===== src/rtl/lif_pkg.sv =====
// lif_pkg
// Shared definitions for the leaky integrate-and-fire neuron core:
//   - lif_state_e   : sequencing states of the core (IDLE, ACCUM, UPDATE, DONE)
//   - LIF_RST_ZERO  : reset_mode value that clears the membrane on a fire
//   - LIF_RST_SUB   : reset_mode value that subtracts the threshold on a fire
//   - sat_signed    : clamps a 64-bit signed value into a signed range whose
//                     width is chosen by the caller; the caller truncates the
//                     result to that width
package lif_pkg;

  typedef enum logic [1:0] {
    IDLE   = 2'd0,
    ACCUM  = 2'd1,
    UPDATE = 2'd2,
    DONE   = 2'd3
  } lif_state_e;

  localparam logic LIF_RST_ZERO = 1'b0;
  localparam logic LIF_RST_SUB  = 1'b1;

  // Bounds are derived from the requested width, so one helper serves every
  // datapath width as long as it is below 64 bits.
  function automatic logic signed [63:0] sat_signed(input logic signed [63:0] value,
                                                    input int                 width);
    logic signed [63:0] hi;
    logic signed [63:0] lo;
    hi = (64'sd1 <<< (width - 1)) - 64'sd1;
    lo = -hi - 64'sd1;
    if (value > hi) begin
      return hi;
    end else if (value < lo) begin
      return lo;
    end else begin
      return value;
    end
  endfunction

endpackage


===== src/rtl/lif_update_unit.sv =====
// lif_update_unit
// Purely combinational membrane update for one timestep:
//   leak toward zero, saturation, threshold compare and fire reset.
// Ports:
//   v           : signed membrane potential before the update
//   acc         : signed synaptic sum of this timestep
//   leak_value  : unsigned leak magnitude
//   threshold   : signed firing threshold
//   reset_mode  : LIF_RST_ZERO clears on fire, LIF_RST_SUB subtracts threshold
//   next_v      : signed membrane potential after the update
//   fire        : saturated potential reached the threshold
module lif_update_unit
  import lif_pkg::*;
#(
  parameter int V_W   = 16,
  parameter int ACC_W = 20
) (
  input  logic signed [V_W-1:0]   v,
  input  logic signed [ACC_W-1:0] acc,
  input  logic        [V_W-2:0]   leak_value,
  input  logic signed [V_W-1:0]   threshold,
  input  logic                    reset_mode,
  output logic signed [V_W-1:0]   next_v,
  output logic                    fire
);

  // One bit wider than the accumulator so V + acc can never wrap.
  localparam int SUM_W = ACC_W + 1;

  logic signed [SUM_W-1:0] sum;
  logic signed [SUM_W-1:0] leak_ext;
  logic signed [SUM_W-1:0] leaked;
  logic signed [V_W-1:0]   sat_val;
  logic signed [V_W:0]     diff;

  // Leak pulls the potential toward zero but never across it; only the
  // leaked result is saturated so large sums still leak correctly.
  always_comb begin
    sum      = SUM_W'(v) + SUM_W'(acc);
    leak_ext = SUM_W'({1'b0, leak_value});
    leaked   = sum;
    if (sum > 0) begin
      leaked = (sum > leak_ext) ? sum - leak_ext : '0;
    end else if (sum < 0) begin
      leaked = (-sum > leak_ext) ? sum + leak_ext : '0;
    end
    sat_val = V_W'(sat_signed(64'(leaked), V_W));
    fire    = (sat_val >= threshold);
    diff    = (V_W+1)'(sat_val) - (V_W+1)'(threshold);
    if (!fire) begin
      next_v = sat_val;
    end else if (reset_mode == LIF_RST_SUB) begin
      next_v = V_W'(sat_signed(64'(diff), V_W));
    end else begin
      next_v = '0;
    end
  end

endmodule


===== src/rtl/lif_neuron_core.sv =====
// lif_neuron_core
// Leaky integrate-and-fire neuron: one accepted input transaction is one
// timestep. Synapses are summed serially (one per cycle), then a single
// UPDATE cycle applies leak, saturation, threshold and refractory logic.
// Ports:
//   clk, reset                  : clock, asynchronous active-high reset
//   in_valid / in_ready         : timestep handshake (ready only in IDLE)
//   spike_in, weight            : presynaptic spikes and packed signed weights
//   threshold, leak_value       : signed threshold, unsigned leak magnitude
//   reset_mode, tref            : fire reset style, refractory length
//   out_valid / out_ready       : result handshake (valid only in DONE)
//   spike_out                   : fired this timestep
//   memb_potential_out          : membrane potential after the update
//   refractory_out              : refractory counter nonzero after the update
// Build option: define LIF_REFRACTORY_EN to build the refractory counter;
// without it tref is ignored and refractory_out is tied low.
module lif_neuron_core
  import lif_pkg::*;
#(
  parameter int NUM_INPUTS = 8,
  parameter int WEIGHT_W   = 8,
  parameter int V_W        = 16,
  parameter int REF_W      = 4
) (
  input  logic                           clk,
  input  logic                           reset,
  input  logic                           in_valid,
  output logic                           in_ready,
  input  logic [NUM_INPUTS-1:0]          spike_in,
  input  logic [NUM_INPUTS*WEIGHT_W-1:0] weight,
  input  logic [V_W-1:0]                 threshold,
  input  logic [V_W-2:0]                 leak_value,
  input  logic                           reset_mode,
  input  logic [REF_W-1:0]               tref,
  output logic                           out_valid,
  input  logic                           out_ready,
  output logic                           spike_out,
  output logic [V_W-1:0]                 memb_potential_out,
  output logic                           refractory_out
);

  localparam int IDX_W = (NUM_INPUTS > 1) ? $clog2(NUM_INPUTS) : 1;
  localparam int ACC_W = V_W + $clog2(NUM_INPUTS) + 1;

  lif_state_e state;
  lif_state_e next_state;

  logic [NUM_INPUTS-1:0]          spike_q;
  logic [NUM_INPUTS*WEIGHT_W-1:0] weight_q;
  logic signed [V_W-1:0]          thr_q;
  logic [V_W-2:0]                 leak_q;
  logic                           mode_q;
  logic signed [ACC_W-1:0]        acc;
  logic [IDX_W-1:0]               idx;
  logic signed [V_W-1:0]          v;
  logic signed [V_W-1:0]          next_v;
  logic                           fire;
  logic signed [WEIGHT_W-1:0]     w_sel;

`ifdef LIF_REFRACTORY_EN
  logic [REF_W-1:0] tref_q;
  logic [REF_W-1:0] ref_cnt;
`else
  logic unused_tref;
  assign unused_tref    = ^tref;
  assign refractory_out = 1'b0;
`endif

  // State register.
  always_ff @(posedge clk or posedge reset) begin
    if (reset) begin
      state <= IDLE;
    end else begin
      state <= next_state;
    end
  end

  // Next-state logic: the ACCUM stay lasts exactly NUM_INPUTS cycles, so the
  // latency is the same whether or not the timestep is refractory.
  always_comb begin
    next_state = state;
    unique case (state)
      IDLE:    if (in_valid) next_state = ACCUM;
      ACCUM:   if (idx == IDX_W'(NUM_INPUTS - 1)) next_state = UPDATE;
      UPDATE:  next_state = DONE;
      DONE:    if (out_ready) next_state = IDLE;
      default: next_state = IDLE;
    endcase
  end

  // Handshake outputs decode directly from the state.
  always_comb begin
    in_ready  = (state == IDLE);
    out_valid = (state == DONE);
  end

  assign w_sel              = weight_q[int'(idx)*WEIGHT_W +: WEIGHT_W];
  assign memb_potential_out = v;

  lif_update_unit #(
    .V_W   (V_W),
    .ACC_W (ACC_W)
  ) u_update (
    .v          (v),
    .acc        (acc),
    .leak_value (leak_q),
    .threshold  (thr_q),
    .reset_mode (mode_q),
    .next_v     (next_v),
    .fire       (fire)
  );

  // Datapath: inputs are captured at acceptance so the producer may change
  // them freely; V and the result outputs move only on the UPDATE edge.
  always_ff @(posedge clk or posedge reset) begin
    if (reset) begin
      spike_q   <= '0;
      weight_q  <= '0;
      thr_q     <= '0;
      leak_q    <= '0;
      mode_q    <= LIF_RST_ZERO;
      acc       <= '0;
      idx       <= '0;
      v         <= '0;
      spike_out <= 1'b0;
`ifdef LIF_REFRACTORY_EN
      tref_q         <= '0;
      ref_cnt        <= '0;
      refractory_out <= 1'b0;
`endif
    end else begin
      case (state)
        IDLE: begin
          if (in_valid) begin
            spike_q  <= spike_in;
            weight_q <= weight;
            thr_q    <= threshold;
            leak_q   <= leak_value;
            mode_q   <= reset_mode;
            acc      <= '0;
            idx      <= '0;
`ifdef LIF_REFRACTORY_EN
            tref_q   <= tref;
`endif
          end
        end
        ACCUM: begin
          if (spike_q[idx]) begin
            acc <= acc + ACC_W'(w_sel);
          end
          idx <= idx + IDX_W'(1);
        end
        UPDATE: begin
`ifdef LIF_REFRACTORY_EN
          // A refractory timestep throws away its synaptic sum entirely.
          if (ref_cnt != '0) begin
            v              <= '0;
            spike_out      <= 1'b0;
            ref_cnt        <= ref_cnt - REF_W'(1);
            refractory_out <= (ref_cnt != REF_W'(1));
          end else begin
            v         <= next_v;
            spike_out <= fire;
            if (fire) begin
              ref_cnt        <= tref_q;
              refractory_out <= (tref_q != '0);
            end else begin
              refractory_out <= 1'b0;
            end
          end
`else
          v         <= next_v;
          spike_out <= fire;
`endif
        end
        default: begin
        end
      endcase
    end
  end

endmodule


===== config.mk =====
export PLATFORM = sky130hd
export DESIGN_NAME = lif_neuron_core
export DESIGN_NICKNAME = d
export VERILOG_FILES = /design/src/rtl/lif_pkg.sv /design/src/rtl/lif_update_unit.sv /design/src/rtl/lif_neuron_core.sv
export SDC_FILE = /design/constraint.sdc
export NUM_CORES = 1
export LEC_CHECK = 0
export CAP_MARGIN = 15
export CORE_MARGIN = 4
export CORE_UTILIZATION = 66
export DETAILED_ROUTE_END_ITERATION = 10
export DONT_BUFFER_PORTS = 1
export PLACE_DENSITY = 0.9
export SLEW_MARGIN = 20
export SYNTH_ARGS = -nofsm -noshare
export SYNTH_HDL_FRONTEND = slang
export SYNTH_SLANG_ARGS = --single-unit

===== constraint.sdc =====
create_clock -name clk -period 12 [get_ports clk]
set_input_delay 3.6 -clock clk [delete_from_list [all_inputs] [get_ports clk]]
set_output_delay 3.6 -clock clk [all_outputs]
set_load 0.03 [all_outputs]

==> out/qor.csv <==
stage,metric,value,unit
clock_network,clk buf depth,2,
synth,Post-Syn Nets,1414,
setup_path,kind of critical path,register to register,
synth,"FF+latch count, synth",146,
routing,total wire length,32.00,mm
synth,"Avg Cell Area, Syn",9.777,um^2
sta,Worst-Margin Slew,1059,ps
setup_path,worst r2r src,memb_potential_out[0]$_DFFE_PP0P_,
sta,post-route setup TNS,0,ps
finish,post-layout net count,1391,
outcome,status,finished clean,
finish,area delta synth->final,6.463,%
synth,Post-synth top cells,"146 x dfrtp_1, 112 x mux2_2, 107 x ha_1, 85 x a21oi_1, 72 x inv_1",
synth,warnings from Yosys,0,
synth,Mapped Cells,1190,
hold_path,Hold Path Sink,weight_q[16]$_DFFE_PP0P_,
clock_network,clock latency on the worst-skew pair,460,ps
setup_path,Worst R2R Setup Slack,1840,ps
hold_path,Hold Startpoint,weight_q[16]$_DFFE_PP0P_,
synth,"area leader, netlist",dfrtp_1,
grt,initial antenna violation count,1,
grt,vias in the first global route,9769,
placement,global placement routability congestion,0.9726,
routing,drt first pass iters,8,
clock_network,CTS HTree Levels,4,
synth,register area share after synthesis,31.40,%
placement,DP HPWL,22.30,mm
sta,slack of the critical path,1842,ps
grt,pin count of the biggest net entering global routing,77,
synth,Post-synth EDFFs,0,
clock_network,clk root buf,clkbuf_16,
routing,Routed WL per cell,22.73,um
clock_network,CTS buffer count,17,
synth,top_reg_cell synth,dfrtp_1,
sta,fin. max-slew vios,0,
floorplanning,FP Rows,48,
hold_path,HP Class,register to register,
sta,relative slew slack,29.38,%
floorplanning,starting density of the core,67.27,%
synth,Synth top area share,31.40,%
run,Max-cap violations,0,
sta,Final Hold Fails,0,
setup_path,max incr delay on CP,640,ps
synth,top-count cell post-synth,dfrtp_1,
setup_path,arrival time worst endpoint,10540,ps
sta,Tcrit/Tclk final,84.65,%
floorplanning,die span in x,140.8,um
routing,Iter 0 DRT Violations,966,
synth,Async SR Flop Fraction,100.0,%
sta,highest clock rate,98.45,MHz
setup_path,RR Endpoint,memb_potential_out[6]$_DFFE_PP0P_,
routing,"antenna viol nets, final",0,
clock_network,# hold bufs at CTS,0,
clock_network,CTS resizes,0,
setup_path,Critical Path RT,12380,ps
floorplanning,Core ar.,0.01730,mm^2
setup_path,Worst setup EP type,register,
clock_network,"CTS clk-pin slew, worst paths",80,ps
grt,total track usage,32.21,%
hold_path,Hold Path Cell Cnt,1,
sta,RSZ-0062 raised after global routing,no,
placement,I/O Buffers,0,
setup_path,"slowest stage cell, crit path",a31oi_4,
routing,DR DRC count,0,
finish,fin util,71.61,%
sta,clock skew,14.48,ps
synth,Post-Syn Area,0.01163,mm^2
synth,ranking of synthesized cells by area,"dfrtp_1 31%, ha_1 12%, mux2_2 11%",
placement,worst slack at placement,2297,ps
grt,first-pass GRT wire length,50.87,mm
routing,via count,9754,
setup_path,CP max FO,26,
clock_network,CTS tree,yes,
synth,Unique masters post-synth,86,
clock_network,setup bufs post-CTS,0,
finish,layout cells sized above 1,16.95,%
clock_network,clk sinks,146,
routing,Via density,6.928,
grt,total gr overflow,0,
sta,# setup viols final,0,
floorplanning,Die Area,0.01982,mm^2
sta,min Tclk post-route,10160,ps
floorplanning,chip height,140.8,um
setup_path,element type at the critical path start,register,
floorplanning,Ports,132,
setup_path,worst reg-to-reg path cell count,36,
## through the flow
step | hold slack [ps] | instance area [um^2] | cells
2_1_floorplan | 454.4 | 11630 | 1190
3_3_place_gp | 482.5 | 11780 | 1373
3_5_place_dp | 488.2 | 11780 | 1373
4_1_cts | 506.5 | 12380 | 1405
5_1_grt | 521.7 | 12380 | 1406
6_report | 505.3 | 12390 | 1408
## per-layer routing
layer | vias to the layer above | part of all wire, % | global-route usage [%]
met1 | 4664 | 39 | 40.47
met5 | - | 0 | 0
li1 | 4396 | - | -
met2 | 562 | 47 | 52.62
met3 | 132 | 9.6 | 9.532
met4 | 0 | 3.9 | 12.60
## layout make-up
class                           instances  area [um^2]
Clock inverter                         15        177.7
Antenna cell                            3        7.507
Tap cell                              225        281.5
Timing Repair Buffer                   10        75.07
Multi-Input combinational cell        919         7487
Clock buffer                           17        425.4
Sequential cell                       146         3654
Inverter                               73        279.0
Fill cell                            1167         4910
## registers in the layout, summed over array words and instances (netlist names)
| name | flops |
|---|---|
| leak_q | 15 |
| memb_potential_out | 16 |
| state | 2 |
| idx | 3 |
| mode_q | 1 |
| acc | 20 |
| weight_q | 64 |
| thr_q | 16 |
| spike_out | 1 |
| spike_q | 8 |
## logic make-up (layout without fill, tap and decap cells)
group	count (synthesis)	in the layout	share of synthesized area, %
fa+ha+maj	112	112	12.37
mux	133	133	14.58
xor+xnor	64	64	4.818
other cells	1	4	0.03223
compound gates	334	334	20.02
buf+inv	125	115	4.312
flops	146	146	31.40
simple gates	275	275	12.46
## worst max path at each step
stage	from	endpoint	slack, ps	depth (start not counted)
6_report	memb_potential_out[0]$_DFFE_PP0P_	memb_potential_out[6]$_DFFE_PP0P_	1840	36
4_1_cts	memb_potential_out[0]$_DFFE_PP0P_	memb_potential_out[6]$_DFFE_PP0P_	2190	36
3_5_place_dp	memb_potential_out[7]$_DFFE_PP0P_	memb_potential_out[6]$_DFFE_PP0P_	2300	34
3_3_place_gp	memb_potential_out[0]$_DFFE_PP0P_	memb_potential_out[6]$_DFFE_PP0P_	2390	37
2_1_floorplan	memb_potential_out[0]$_DFFE_PP0P_	memb_potential_out[3]$_DFFE_PP0P_	3370	41
5_1_grt	memb_potential_out[0]$_DFFE_PP0P_	memb_potential_out[5]$_DFFE_PP0P_	1220	36
## worst max-delay path: cells and delay by family (launching register included)
kind | cells | cell delay, ps
compound gates | 17 | 4180
simple gates | 11 | 3080
fa+ha+maj | 5 | 1870
flops | 1 | 590
xor+xnor | 1 | 110
buf+inv | 2 | 200
## layout by cell type (no fill, tap or decap), drive strengths merged, types with 12 or more instances in the layout
cell / count
a21o: 27
nor3: 19
nand2b: 24
mux4: 18
o21ai: 53
nand3: 25
a22o: 18
clkbuf: 17
nor2b: 15
o22ai: 17
inv: 83
nand2: 45
dfrtp: 146
mux2: 112
or3: 14
nor2: 68
a21oi: 87
xnor2: 45
ha: 107
o211ai: 12
o21bai: 16
xor2: 19
Power is not shown: default switching activity piles up to over one toggle a cycle in this logic, so the estimate is an artifact.
